==> config.mk <==
export PLATFORM = sky130hd
export DESIGN_NAME = float_class_arbiter
export DESIGN_NICKNAME = d
export VERILOG_FILES = /design/src/rtl/fp_pkg.sv /design/src/rtl/FloatType.sv /design/src/rtl/float_class_arbiter.sv
export SDC_FILE = /design/constraint.sdc
export NUM_CORES = 1
export LEC_CHECK = 0
export ABC_AREA = 1
export BUFFER_PORTS_ARGS = -buffer_cell sky130_fd_sc_hd__buf_4
export CORE_MARGIN = 1.5
export CORE_UTILIZATION = 35
export CTS_BUF_LIST = sky130_fd_sc_hd__clkbuf_4
export CTS_CLUSTER_DIAMETER = 40
export DETAILED_ROUTE_END_ITERATION = 7
export HOLD_SLACK_MARGIN = 0.03
export PLACE_DENSITY = 0.62
export SETUP_SLACK_MARGIN = 0.1
export SYNTH_ARGS = -nofsm -noshare
export SYNTH_HDL_FRONTEND = slang
export SYNTH_SLANG_ARGS = --single-unit
==> constraint.sdc <==
create_clock -name clk -period 1.8 [get_ports clk]
set_input_delay 0.09 -clock clk [delete_from_list [all_inputs] [get_ports clk]]
set_output_delay 0.09 -clock clk [all_outputs]
set_load 0.05 [all_outputs]
==> src/rtl/fp_pkg.sv <==
// Shared floating-point classification constants and the arbiter's output-register state type.
package fp_pkg;

    localparam int EXP_W = 8;
    localparam int MAN_W = 23;
    localparam int NCLS  = 5;

    localparam int CLS_ZERO = 0;
    localparam int CLS_NORM = 1;
    localparam int CLS_SUB  = 2;
    localparam int CLS_INF  = 3;
    localparam int CLS_NAN  = 4;

    localparam logic [EXP_W-1:0] EXP_MAX = 8'hFF;

    typedef enum logic {
        ST_EMPTY = 1'b0,
        ST_FULL  = 1'b1
    } out_state_e;

    function automatic logic [NCLS-1:0] cls_onehot(input int idx);
        return NCLS'(1) << idx;
    endfunction

endpackage

==> src/rtl/FloatType.sv <==
// Combinational IEEE-754 single-precision classifier: one-hot class plus the sign bit.
module FloatType
    import fp_pkg::*;
(
    input  logic [31:0]     num,
    output logic [NCLS-1:0] float_type,
    output logic            sign
);

    logic [EXP_W-1:0] exp_s;
    logic [MAN_W-1:0] man_s;

    assign sign  = num[31];
    assign exp_s = num[30:23];
    assign man_s = num[22:0];

    // Class decode from exponent/mantissa; sign never affects the class.
    always_comb begin
        float_type = cls_onehot(CLS_NORM);
        if (exp_s == {EXP_W{1'b0}}) begin
            if (man_s == {MAN_W{1'b0}}) float_type = cls_onehot(CLS_ZERO);
            else                        float_type = cls_onehot(CLS_SUB);
        end else if (exp_s == EXP_MAX) begin
            if (man_s == {MAN_W{1'b0}}) float_type = cls_onehot(CLS_INF);
            else                        float_type = cls_onehot(CLS_NAN);
        end else begin
            float_type = cls_onehot(CLS_NORM);
        end
    end

endmodule

==> src/rtl/float_class_arbiter.sv <==
// Round-robin arbiter sharing one FloatType classifier between NREQ requesters,
// with a one-entry response register and saturating per-class statistics.
module float_class_arbiter
    import fp_pkg::*;
#(
    parameter int NREQ = 2,
    parameter int IDW  = 2,
    parameter int CNTW = 16
) (
    input  logic                 clk,
    input  logic                 reset,
    input  logic [NREQ-1:0]      req_valid,
    input  logic [32*NREQ-1:0]   req_num,
    output logic [NREQ-1:0]      req_ready,
    output logic                 resp_valid,
    input  logic                 resp_ready,
    output logic [IDW-1:0]       resp_id,
    output logic [NCLS-1:0]      resp_type,
    output logic                 resp_sign,
    input  logic                 stat_clr,
    output logic [CNTW-1:0]      cnt_zero,
    output logic [CNTW-1:0]      cnt_norm,
    output logic [CNTW-1:0]      cnt_sub,
    output logic [CNTW-1:0]      cnt_inf,
    output logic [CNTW-1:0]      cnt_nan
);

    out_state_e          state_q;
    logic [IDW-1:0]      rr_q, rr_d;
    logic [IDW-1:0]      resp_id_q;
    logic [NCLS-1:0]     resp_type_q;
    logic                resp_sign_q;
    logic [CNTW-1:0]     cnt_q [NCLS];
    logic [CNTW-1:0]     cnt_d [NCLS];

    logic [IDW-1:0]      grant_s;
    logic                any_s;
    logic                can_accept_s;
    logic                accept_s;
    logic [31:0]         num_s;
    logic [NCLS-1:0]     type_s;
    logic                sign_s;

    // Find-first valid requester starting at rr, wrapping modulo NREQ.
    always_comb begin
        int pos;
        grant_s = {IDW{1'b0}};
        any_s   = 1'b0;
        pos     = 0;
        for (int k = NREQ - 1; k >= 0; k--) begin
            pos = int'(rr_q) + k;
            if (pos >= NREQ) pos = pos - NREQ;
            else             pos = pos;
            for (int i = 0; i < NREQ; i++) begin
                if ((i == pos) && req_valid[i]) begin
                    grant_s = IDW'(i);
                    any_s   = 1'b1;
                end else begin
                    grant_s = grant_s;
                end
            end
        end
    end

    // An EMPTY register accepts regardless of resp_ready; reset blocks every grant.
    assign can_accept_s = (state_q == ST_EMPTY) || resp_ready;
    assign accept_s     = any_s && can_accept_s && !reset;
    assign rr_d         = (grant_s == IDW'(NREQ - 1)) ? {IDW{1'b0}} : grant_s + IDW'(1);

    // One-hot ready for the granted port and operand mux feeding the classifier.
    always_comb begin
        num_s = 32'h0000_0000;
        for (int i = 0; i < NREQ; i++) begin
            req_ready[i] = accept_s && (grant_s == IDW'(i));
            if (grant_s == IDW'(i)) num_s = req_num[32*i +: 32];
            else                    num_s = num_s;
        end
    end

    FloatType u_float_type (
        .num        (num_s),
        .float_type (type_s),
        .sign       (sign_s)
    );

    // Output-register FSM: load on accept, drain to EMPTY when consumed with nothing new.
    always_ff @(posedge clk) begin
        if (reset) begin
            state_q     <= ST_EMPTY;
            rr_q        <= {IDW{1'b0}};
            resp_id_q   <= {IDW{1'b0}};
            resp_type_q <= {NCLS{1'b0}};
            resp_sign_q <= 1'b0;
        end else begin
            case (state_q)
                ST_EMPTY, ST_FULL: begin
                    if (accept_s) begin
                        state_q     <= ST_FULL;
                        rr_q        <= rr_d;
                        resp_id_q   <= grant_s;
                        resp_type_q <= type_s;
                        resp_sign_q <= sign_s;
                    end else if (resp_ready) begin
                        state_q <= ST_EMPTY;
                    end else begin
                        state_q <= state_q;
                    end
                end
                default: state_q <= ST_EMPTY;
            endcase
        end
    end

    // Saturating class counters; a clear wins over a same-cycle increment.
    always_comb begin
        for (int c = 0; c < NCLS; c++) begin
            if (stat_clr)
                cnt_d[c] = {CNTW{1'b0}};
            else if (accept_s && type_s[c] && (cnt_q[c] != {CNTW{1'b1}}))
                cnt_d[c] = cnt_q[c] + CNTW'(1);
            else
                cnt_d[c] = cnt_q[c];
        end
    end

    // Counter registers.
    always_ff @(posedge clk) begin
        if (reset) begin
            for (int c = 0; c < NCLS; c++) cnt_q[c] <= {CNTW{1'b0}};
        end else begin
            cnt_q <= cnt_d;
        end
    end

    assign resp_valid = (state_q == ST_FULL);
    assign resp_id    = resp_id_q;
    assign resp_type  = resp_type_q;
    assign resp_sign  = resp_sign_q;
    assign cnt_zero   = cnt_q[CLS_ZERO];
    assign cnt_norm   = cnt_q[CLS_NORM];
    assign cnt_sub    = cnt_q[CLS_SUB];
    assign cnt_inf    = cnt_q[CLS_INF];
    assign cnt_nan    = cnt_q[CLS_NAN];

endmodule

# Word-level counts from Yosys, hierarchy flattened
# Cells that the tools add are included.
# Widths: inputs -> output; s select.
[totals] ff_bits=91 inputBits=70 wordCells=76
[classes] add_sub_neg=9 n_lt_le_gt_ge=2 eq_ne=9 muxes=18 n_bitwise=1 reduce_logical=27
[ops] op="$mux 32" n=4
[ops] op="$add 16x1->16 const B" n=5
[ops] op="$ne 16x16->1 const B" n=5
[ops] op="$eq 2x32->1 const A" n=2
[ops] op="$logic_not 32->1" n=2
[ops] op="$logic_not 23->1" n=1
[ops] op="$logic_and 1x1->1" n=18
[ops] op="$mux 5" n=3
[ops] op="$eq 8x8->1 const B" n=1
[ops] op="$logic_not 8->1" n=1
[ops] op="$mux 1" n=8
[ops] op="$mux 2" n=2
[ops] op="$sub 3x2->4 const B" n=1
[ops] op="$add 2x1->3 const B" n=1
[ops] op="$ge 3x2->1 const B" n=1
[ops] op="$mux 3" n=1
[ops] op="$sub 2x2->3 const B" n=1
[ops] op="$add 2x1->2 const B" n=1
[ops] op="$eq 2x1->1 const B" n=1
[ops] op="$ge 2x2->1 const B" n=1
[ops] op="$logic_not 2->1" n=1
[ops] op="$reduce_bool 2->1" n=1
[ops] op="$reduce_or 2->1" n=1
[ops] op="$logic_not 1->1" n=1
[ops] op="other kinds (2)" n=2

# Longest topological paths before layout
# Gate-level depths: netlist (run 1).
[depth] ltp_word=17 depth_mapped=14

# Cells and area by module
# A second synthesis (run 1) with hierarchy kept.
[hier_totals] cells_unflattened=964 hier_area_um2=5859.4
[by_module_without_submodules] mod="float_class_arbiter" instances=1 cells_each=924 area_each_um2=5689.2 seq_area_each_um2=1781.7
[by_module_without_submodules] mod="FloatType" instances=1 cells_each=40 area_each_um2=170.2 seq_area_each_um2=0.0

# Least setup slack after synthesis (run 1)
# Ideal clock, no wire load.
[synth_path] path_kind="register to register" start="register cnt_q (netlist bit cnt_zero[0])" end="register cnt_q (netlist bit cnt_zero[6])" setup_ns=0.070 arrival_time_ns=2.141 t_required_ns=1.730 slack_ns=-0.411 stages_incl_launch_ff=10 path_buffers=1 synth_period_minus_slack_ns=2.211 path_cell_list="dfxtp_1 ha_1 nand2_1 nor3_2 nand3_1 nand3b_4 nand3_4 buf_4 nand2_1 a21oi_1"
[synth_between] elab_chain_len=2 elab_cells_between_ends=3 classes_between="1 x add/sub; 1 x eq/ne; 1 x reduce/logical"
[synth_lines] item="from (decl)" line="float_class_arbiter.sv:33" text="logic [CNTW-1:0] cnt_q [NCLS];"
[synth_lines] item="from (signal assigned)" line="float_class_arbiter.sv:131" text="cnt_q <= cnt_d;"
[synth_lines] item="branches (longest 2 deep; another with $add 16x1->16)"
# Several ways; the timed one is not identified.
# A chain may end at the register's enable or synchronous reset.

# Worst setup path in the final report (run 1)
[layout_path] start="register rr_q[0]" end="register cnt_q (netlist bit cnt_sub[9])"
[layout_between] elab_chain_len=16 elab_cells_between_ends=36 classes_between="3 x add/sub; 2 x order compare; 4 x eq/ne; 14 x mux; 13 x reduce/logical"
[layout_lines] item="from (decl)" line="float_class_arbiter.sv:29" text="logic [IDW-1:0] rr_q, rr_d;"
[layout_lines] item="from (signal assigned)" line="float_class_arbiter.sv:90" text="rr_q <= {IDW{1'b0}};"
[layout_lines] item="from (signal assigned)" line="float_class_arbiter.sv:99" text="rr_q <= rr_d;"
[layout_lines] item="$add 2x1->3" line="float_class_arbiter.sv:51" text="pos = int'(rr_q) + k;"
[layout_lines] item="$sub 3x2->4 or $ge 3x2->1 (tied branches)" line="float_class_arbiter.sv:52" text="if (pos >= NREQ) pos = pos - NREQ;"
[layout_lines] item="$mux 32" line="float_class_arbiter.sv:52"
[layout_lines] item="$eq 2x32->1" line="float_class_arbiter.sv:55" text="if ((i == pos) && req_valid[i]) begin"
[layout_lines] item="$logic_and 1x1->1" line="float_class_arbiter.sv:55"
[layout_lines] item="$mux 1 (2 in series)" line="float_class_arbiter.sv:55"
[layout_lines] item="$mux 2" line="float_class_arbiter.sv:55"
[layout_lines] item="$logic_not 2->1" line="float_class_arbiter.sv:75" text="if (grant_s == IDW'(i)) num_s = req_num[32*i +: 32];"
[layout_lines] item="$mux 32 (2 in series)" line="float_class_arbiter.sv:75"
[layout_lines] item="$logic_not 23->1 or $eq 8x8->1 (tied branches)" line="FloatType.sv:21, FloatType.sv:23"
[layout_lines] item="$mux 3 or $mux 5 (tied branches)" line="FloatType.sv:21, FloatType.sv:23"
[layout_lines] item="$mux 5" line="FloatType.sv:20" text="if (exp_s == {EXP_W{1'b0}}) begin"
[layout_lines] item="$logic_and 1x1->1 (*) (2 in series)" line="float_class_arbiter.sv:119" text="else if (accept_s && type_s[c] && (cnt_q[c] != {CNTW{1'b1}}))"
# Every way passes the cells marked *; elsewhere a longest branch is shown, timed or not.

==> results of run 1 <==
## routing by layer
layer	wire [um]	part of all wire	GRT usage
met1	7690	0.44	0.249
met2	8800	0.50	0.348
met3	811	0.046	0.0532
met4	222	0.013	0.0444
met5	0	0	0
## layout by cell type, fill, tap and decap left out, drive strengths merged
| cell | synthesis | routed |
|---|---|---|
| inv | 60 | 60 |
| clkinv | 0 | 5 |
| a211oi | 1 | 1 |
| nand4 | 71 | 71 |
| nor3 | 25 | 25 |
| o21ai | 6 | 6 |
| and2 | 1 | 1 |
| a31oi | 1 | 1 |
| buf | 24 | 217 |
| xnor2 | 24 | 24 |
| clkbuf | 13 | 10 |
| o21a | 1 | 1 |
| a21oi | 81 | 81 |
| nor3b | 2 | 2 |
| ha | 5 | 5 |
| dlygate4sd3 | 0 | 5 |
| conb | 1 | 1 |
| xor2 | 40 | 40 |
| bufinv | 0 | 2 |
| nand3b | 10 | 10 |
| nand2 | 225 | 225 |
| nor2 | 103 | 104 |
| nor4 | 3 | 3 |
| dfxtp | 89 | 89 |
| nand3 | 62 | 66 |
## stage by stage
| stage | power [uW] | util | hold WS (ns) | worst slack (ns) | cells |
|---|---|---|---|---|---|
| after global routing | 3980 | 0.519 | 0.245 | -0.157 | 1271 |
| final | 3770 | 0.519 | 0.249 | -0.0364 | 1271 |
| after CTS | 3810 | 0.506 | 0.252 | -0.0149 | 1266 |
| after floorplan | 2270 | - | 0.247 | 0.0389 | 848 |
| after global placement | 2480 | 0.478 | 0.358 | 0.0194 | 1231 |
| after detailed placement | 2480 | 0.478 | 0.364 | -0.0266 | 1231 |
## layout make-up
cell class | count | area, um^2 | share of cell area
clock buffers | 9 | 67.6 | 0.00813
clock inverters | 7 | 85.1 | 0.0102
inverters | 60 | 228 | 0.0274
multi-input cells | 667 | 3890 | 0.468
flip-flops and latches | 89 | 1900 | 0.229
well taps | 216 | 270 | 0.0325
repair buffers | 223 | 1870 | 0.225
## sequential cells by signal (all words and copies together) (netlist names)
signal and cells:
resp_type 5, cnt_sub 16, cnt_nan 16, resp_id 1, resp_valid 1, resp_sign 1, cnt_inf 16, rr_q 1
cnt_norm 16, cnt_zero 16
## where the power goes
| group | switching (uW) | internal [uW] | total [uW] |
|---|---|---|---|
| registers | 10.0 | 1950 | 1960 |
| clock network | 700 | 550 | 1250 |
| logic | 300 | 259 | 558 |
## worst paths after layout
| path | endpoint | from | slack, ns |
|---|---|---|---|
| setup / recovery | cnt_sub[9] | rr_q[0] | -0.04 |
| hold / removal | resp_type[0] | req_num[22] | 0.25 |
| setup reg to reg | cnt_sub[9] | rr_q[0] | -0.04 |
| hold reg to reg | cnt_sub[9] | cnt_sub[9] | 0.48 |
## worst max-delay path: cells and delay by family (launching register included)
family,cells,cell delay [ns]
and+or+nand+nor,10,1.03
DFF,1,0.34
buffers and inverters,3,0.31
AOI/OAI and AO/OA,1,0.04
## logic make-up (layout without fill, tap and decap cells)
logic type | count (synthesis) | after routing
adder cells (fa/ha/maj) | 5 | 5
flip-flops | 89 | 89
other | 1 | 1
buffers and inverters | 97 | 299
XOR/XNOR | 64 | 64
AND/OR/NAND/NOR | 502 | 507
AO/OA/AOI/OAI | 90 | 90
## timing repair
action                                 4_1_cts  5_1_grt
setup endpoints to repair                   85       86
gates resized for setup                     32       50
hold buffers                                 5        0
setup buffers                                8        2
cloned                                       6        3
pin swaps                                   28       54
endpoints found under the hold margin       14        0
==> results.yml, run 1 <==
die:
  die_area_mm2: 0.0173
  ios: 161
  fp.dieW_um: 132
  rows: 46
  initial_core_util: 0.362
  die_h_um: 132
  core_area_mm2: 0.0160
job:
  maxCapViolCount: 0
logic_synthesis:
  synthCells: 848
  yosys.area_share.simple: 0.423
  synth_top_family_by_area: "simple AND/OR/NAND/NOR gates"
  async_flop_share: 0
  synthDistinctLibCells: 35
  netlist_top_cells_area: "dfxtp_1 (31%), nand2_1 (14%), nand4_1 (7.6%), a21oi_1 (7.0%), xor2_1 (6.1%)"
  synth_common_cells: "nand2_1 (221), nor2_1 (93), dfxtp_1 (89)"
  yosysMostFrequentCell: "nand2_1"
  yosysTopAreaCellShare: 0.308
  ys_ff_latch: 89
  yosys_warnings: 0
  synth_seq_area_share: 0.308
  synth_fp_nets: 923
  synth_compound_area_frac: 0.0789
  ys.flop_type: "dfxtp_1"
  synthAdderAreaFrac: 0.0108
  synthXorXnorAreaFrac: 0.0969
  synth-edff-count: 0
  syn-cell-area_mm2: 0.00579
  syn_area_per_cell_um2: 6.82
  synth_area_leader_cell: "dfxtp_1"
  synthMuxAreaShare: 0
worst_setup_path:
  crit_slowest_cell: "dfxtp_2"
  path_cells: "inv_2 > nand2_4 > nand2_8 > buf_12 > nand2_1 > nand2_1 > nand2_1 > nor2_2 > nand2_4 > nor2_8 > buf_12 > nand3_4 > nand2_2 > a21oi_2"
  cpPeakStageDelay_ns: 0.34
  r2r_cells: 14
  cp-start-kind: "flop"
  worstPathArrival_ns: 2.20
  critPathCaptureType: "flop"
  cpMostUsedCell: "nand2_1"
  crit_fanout: 8
  cp.required_ns: 2.16
  crit_type: "reg2reg"
layout:
  final_nets: 1125
  area_growth_pct: 43.7
  diodes: 0
  drive_gt1_frac: 0.366
  nFillCells: 1677
  final_cell_area_mm2: 0.00831
min_path:
  worstHoldPathCells: 8
  hold_class: "in2reg"
timing:
  setup_viol: 42
  postLayoutSetupSlackWorst_ns: -0.0364
  finClkSkew_ns: 0.00712
  hold_violations: 0
  fin_crit_sh: 1.02
  tns_ns: -0.688
  period_needed_ns: 1.84
  slew_viol_final: 0
  fmax_mhz: 545
  rsz0062_at_grt: "yes"
cts:
  root_buffer: "clkbuf_4"
  clock_sinks: 89
  cts_buffer_depth: 2
  clk_latency_ns: 0.46
  htreeDepth: 3
  cts_made_buffers: 9
  tritoncts: "built"
  clkTransAtPathRegs_ns: 0.14
placement:
  io_buffers: 159
  dp_hpwl_mm: 12.4
  routabilityCongestion: 0.876
  place_area_mm2: 0.00765
power_and_ir_drop:
  cellLeakagePower_uw: 0.00327
  p_per_area_mw_per_mm2: 454
  ir_drop_uv: 334
global_route:
  grtUsageTotal: 0.201
  antenna_found_initial: 0
  grt_max_degree: 52
  grt_pass1_vias: 5971
  grt_first_pass_wirelength_mm: 29.0
  overflow: 0
run_status:
  status: "finished with violations"
  violations: "negative setup slack"
detailed_routing:
  vias: 6347
  wl_mm: 17.5
  route.detailed.drc: 0
  ant_nets: 0
  drt-initial-drc-count: 317
  viasPerCell: 4.99
  dr.pass1.iters: 4
  detail_route.wl_per_cell_um: 13.8
Power figures use the tool's default switching activity.
==> run 2: changes to the inputs <==
GPL_TIMING_DRIVEN = 0   (was not set)
==> run 2 against run 1 <==
Against the previous run: the run still ends with negative setup slack left; design area is 5.0% higher; sequential share of layout area is 1.1 points lower; via count up 3.2%; largest cell class unchanged.
==> results.yml, run 2 (same netlist as run 1, synthesis figures left out) <==
global_route:
  grt_use_met2: 0.364
  grtUsageTotal: 0.213
  grt_max_degree: 15
  gr-usage-met1: 0.265
  antenna_found_initial: 0
  grt_pass1_vias: 6130
  grt_first_pass_wirelength_mm: 30.4
  grt_use_met3: 0.0556
  overflow: 0
  grt_busiest_layer: "met2"
worst_setup_path:
  worst_setup_path_startpoint: "rr_q[0]"
  critPathCaptureType: "flop"
  crit_fanout: 6
  cp-start-kind: "flop"
  rr_startpoint: "rr_q[0]"
  worstPathArrival_ns: 2.29
  r2r_setup_slack_ns: -0.15
  cp-endpoint: "cnt_nan[14]"
  cp.required_ns: 2.14
  worst_r2r_endpoint: "cnt_nan[14]"
  crit_type: "reg2reg"
  r2r_cells: 14
die:
  initial_core_util: 0.362
  die_area_mm2: 0.0173
  fp.dieW_um: 132
  die_h_um: 132
  ios: 161
  core_area_mm2: 0.0160
  rows: 46
cts:
  clkTransAtPathRegs_ns: 0.14
  cts_made_buffers: 9
  root_buffer: "clkbuf_4"
  tritoncts: "built"
  clock_sinks: 89
  htreeDepth: 3
  clk_latency_ns: 0.47
  cts_buffer_depth: 2
run_status:
  violations: "negative setup slack"
  status: "finished with violations"
detailed_routing:
  drt-initial-drc-count: 377
  route.detailed.drc: 0
  wl_mm: 18.6
  viasPerCell: 5.05
  detail_route.wl_per_cell_um: 14.4
  dr.pass1.iters: 5
  vias: 6550
  ant_nets: 0
layout:
  multiInputGateArea_mm2: 0.00409
  diodes: 0
  regArea_mm2: 0.00190
  area_growth_pct: 50.8
  final_common_cell: "buf_4"
  drive_gt1_frac: 0.428
  mostFrequentLayoutCells: "buf_4 (189), nand2_1 (151), nor2_1 (85), nand4_1 (70), nand3_1 (57)"
  nFillCells: 1588
  final_nets: 1150
timing:
  fin_crit_sh: 1.08
  hold_violations: 0
  fmax_mhz: 513
  tns_ns: -8.60
  relSlewSlack: 0.507
  hold_slack_ns: 0.136
  slew_viol_final: 0
  period_needed_ns: 1.95
  finClkSkew_ns: 0.0126
  rsz0062_at_grt: "yes"
  worstMarginPinSlew_ns: 0.739
  setup_viol: 77
  postLayoutSetupSlackWorst_ns: -0.149
job:
  maxCapViolCount: 0
placement:
  routabilityCongestion: 0.907
  dp_hpwl_mm: 13.0
  io_buffers: 158
power_and_ir_drop:
  p_per_area_mw_per_mm2: 424
  ir_drop_uv: 305
  cellLeakagePower_uw: 0.00343
min_path:
  hold_class: "in2reg"
==> run 2: changes by cell type in the layout (fill, tap and decap cells not counted), sizes merged <==
cell,previous run,this run
dlygate4sd3,5,6
nand3,66,62
bufinv,2,1
clkinv,5,4
clkbuf,10,27
buf,217,231
nor2,104,103
==> run 2: worst max-delay path, stage by stage (launching register included) <==
cell	delay (ns)
dfxtp_2	0.34
inv_2	0.07
nand2_4	0.09
nand2_8	0.12
clkbuf_16	0.16
nand2_2	0.05
nand2_2	0.05
nand2_2	0.07
nor2_4	0.13
nand2_4	0.13
nor2_8	0.20
nand3_4	0.13
buf_6	0.17
nand2_2	0.06
a21oi_2	0.04
==> run 2: worst min-delay path by stage <==
stage | cells past startpoint | start | endpoint
after detailed placement | 3 | req_num[63] | resp_sign
after floorplan | 2 | req_num[63] | resp_sign
final | 7 | reset | resp_sign
after CTS | 7 | reset | resp_sign
after global routing | 7 | reset | resp_sign
after global placement | 3 | req_num[63] | resp_sign
==> run 2: area by class of cell <==
type / instances / share of cell area
Inverter: 60 / 0.0258
Clock inverter: 5 / 0.00545
Multi-Input combinational cell: 662 / 0.469
Tap cell: 216 / 0.0310
Timing Repair Buffer: 216 / 0.206
Clock buffer: 11 / 0.00947
Buffer: 37 / 0.0354
Sequential cell: 89 / 0.218
==> run 2: through the flow <==
stage / instance area, um^2 / util / std cells / power, uW / worst slack (ns)
after global routing: 8720 / 0.545 / 1296 / 3880 / -0.254
final: 8720 / 0.545 / 1296 / 3700 / -0.149
after detailed placement: 7500 / 0.469 / 1222 / 2470 / -0.235
after global placement: 7500 / 0.469 / 1222 / 2470 / -0.239
after CTS: 8190 / 0.512 / 1288 / 3710 / -0.101
after floorplan: 6050 / - / 848 / 2270 / 0.0389
==> run 2: layer usage <==
metal	wire (um)	vias to the layer above
li1	-	3288
met1	8290	3079
met2	9150	157
met3	884	26
met4	321	0
met5	0	-
==> run 2: timing repair <==
item,CTS,global route
pin swaps,14,27
setup endpoints to repair,86,87
buffers inserted,36,6
hold buffers,6,0
cloned,8,2
endpoints found under the hold margin,13,0
resized for setup,37,136
==> run 2: where the power goes <==
group	switching [uW]	total (uW)	leakage (uW)	internal [uW]
Clock	704	1150	0.0000757	442
Combinational	314	589	0.00260	275
Sequential	9.05	1960	0.000753	1950
Total	1030	3700	0.00343	2670
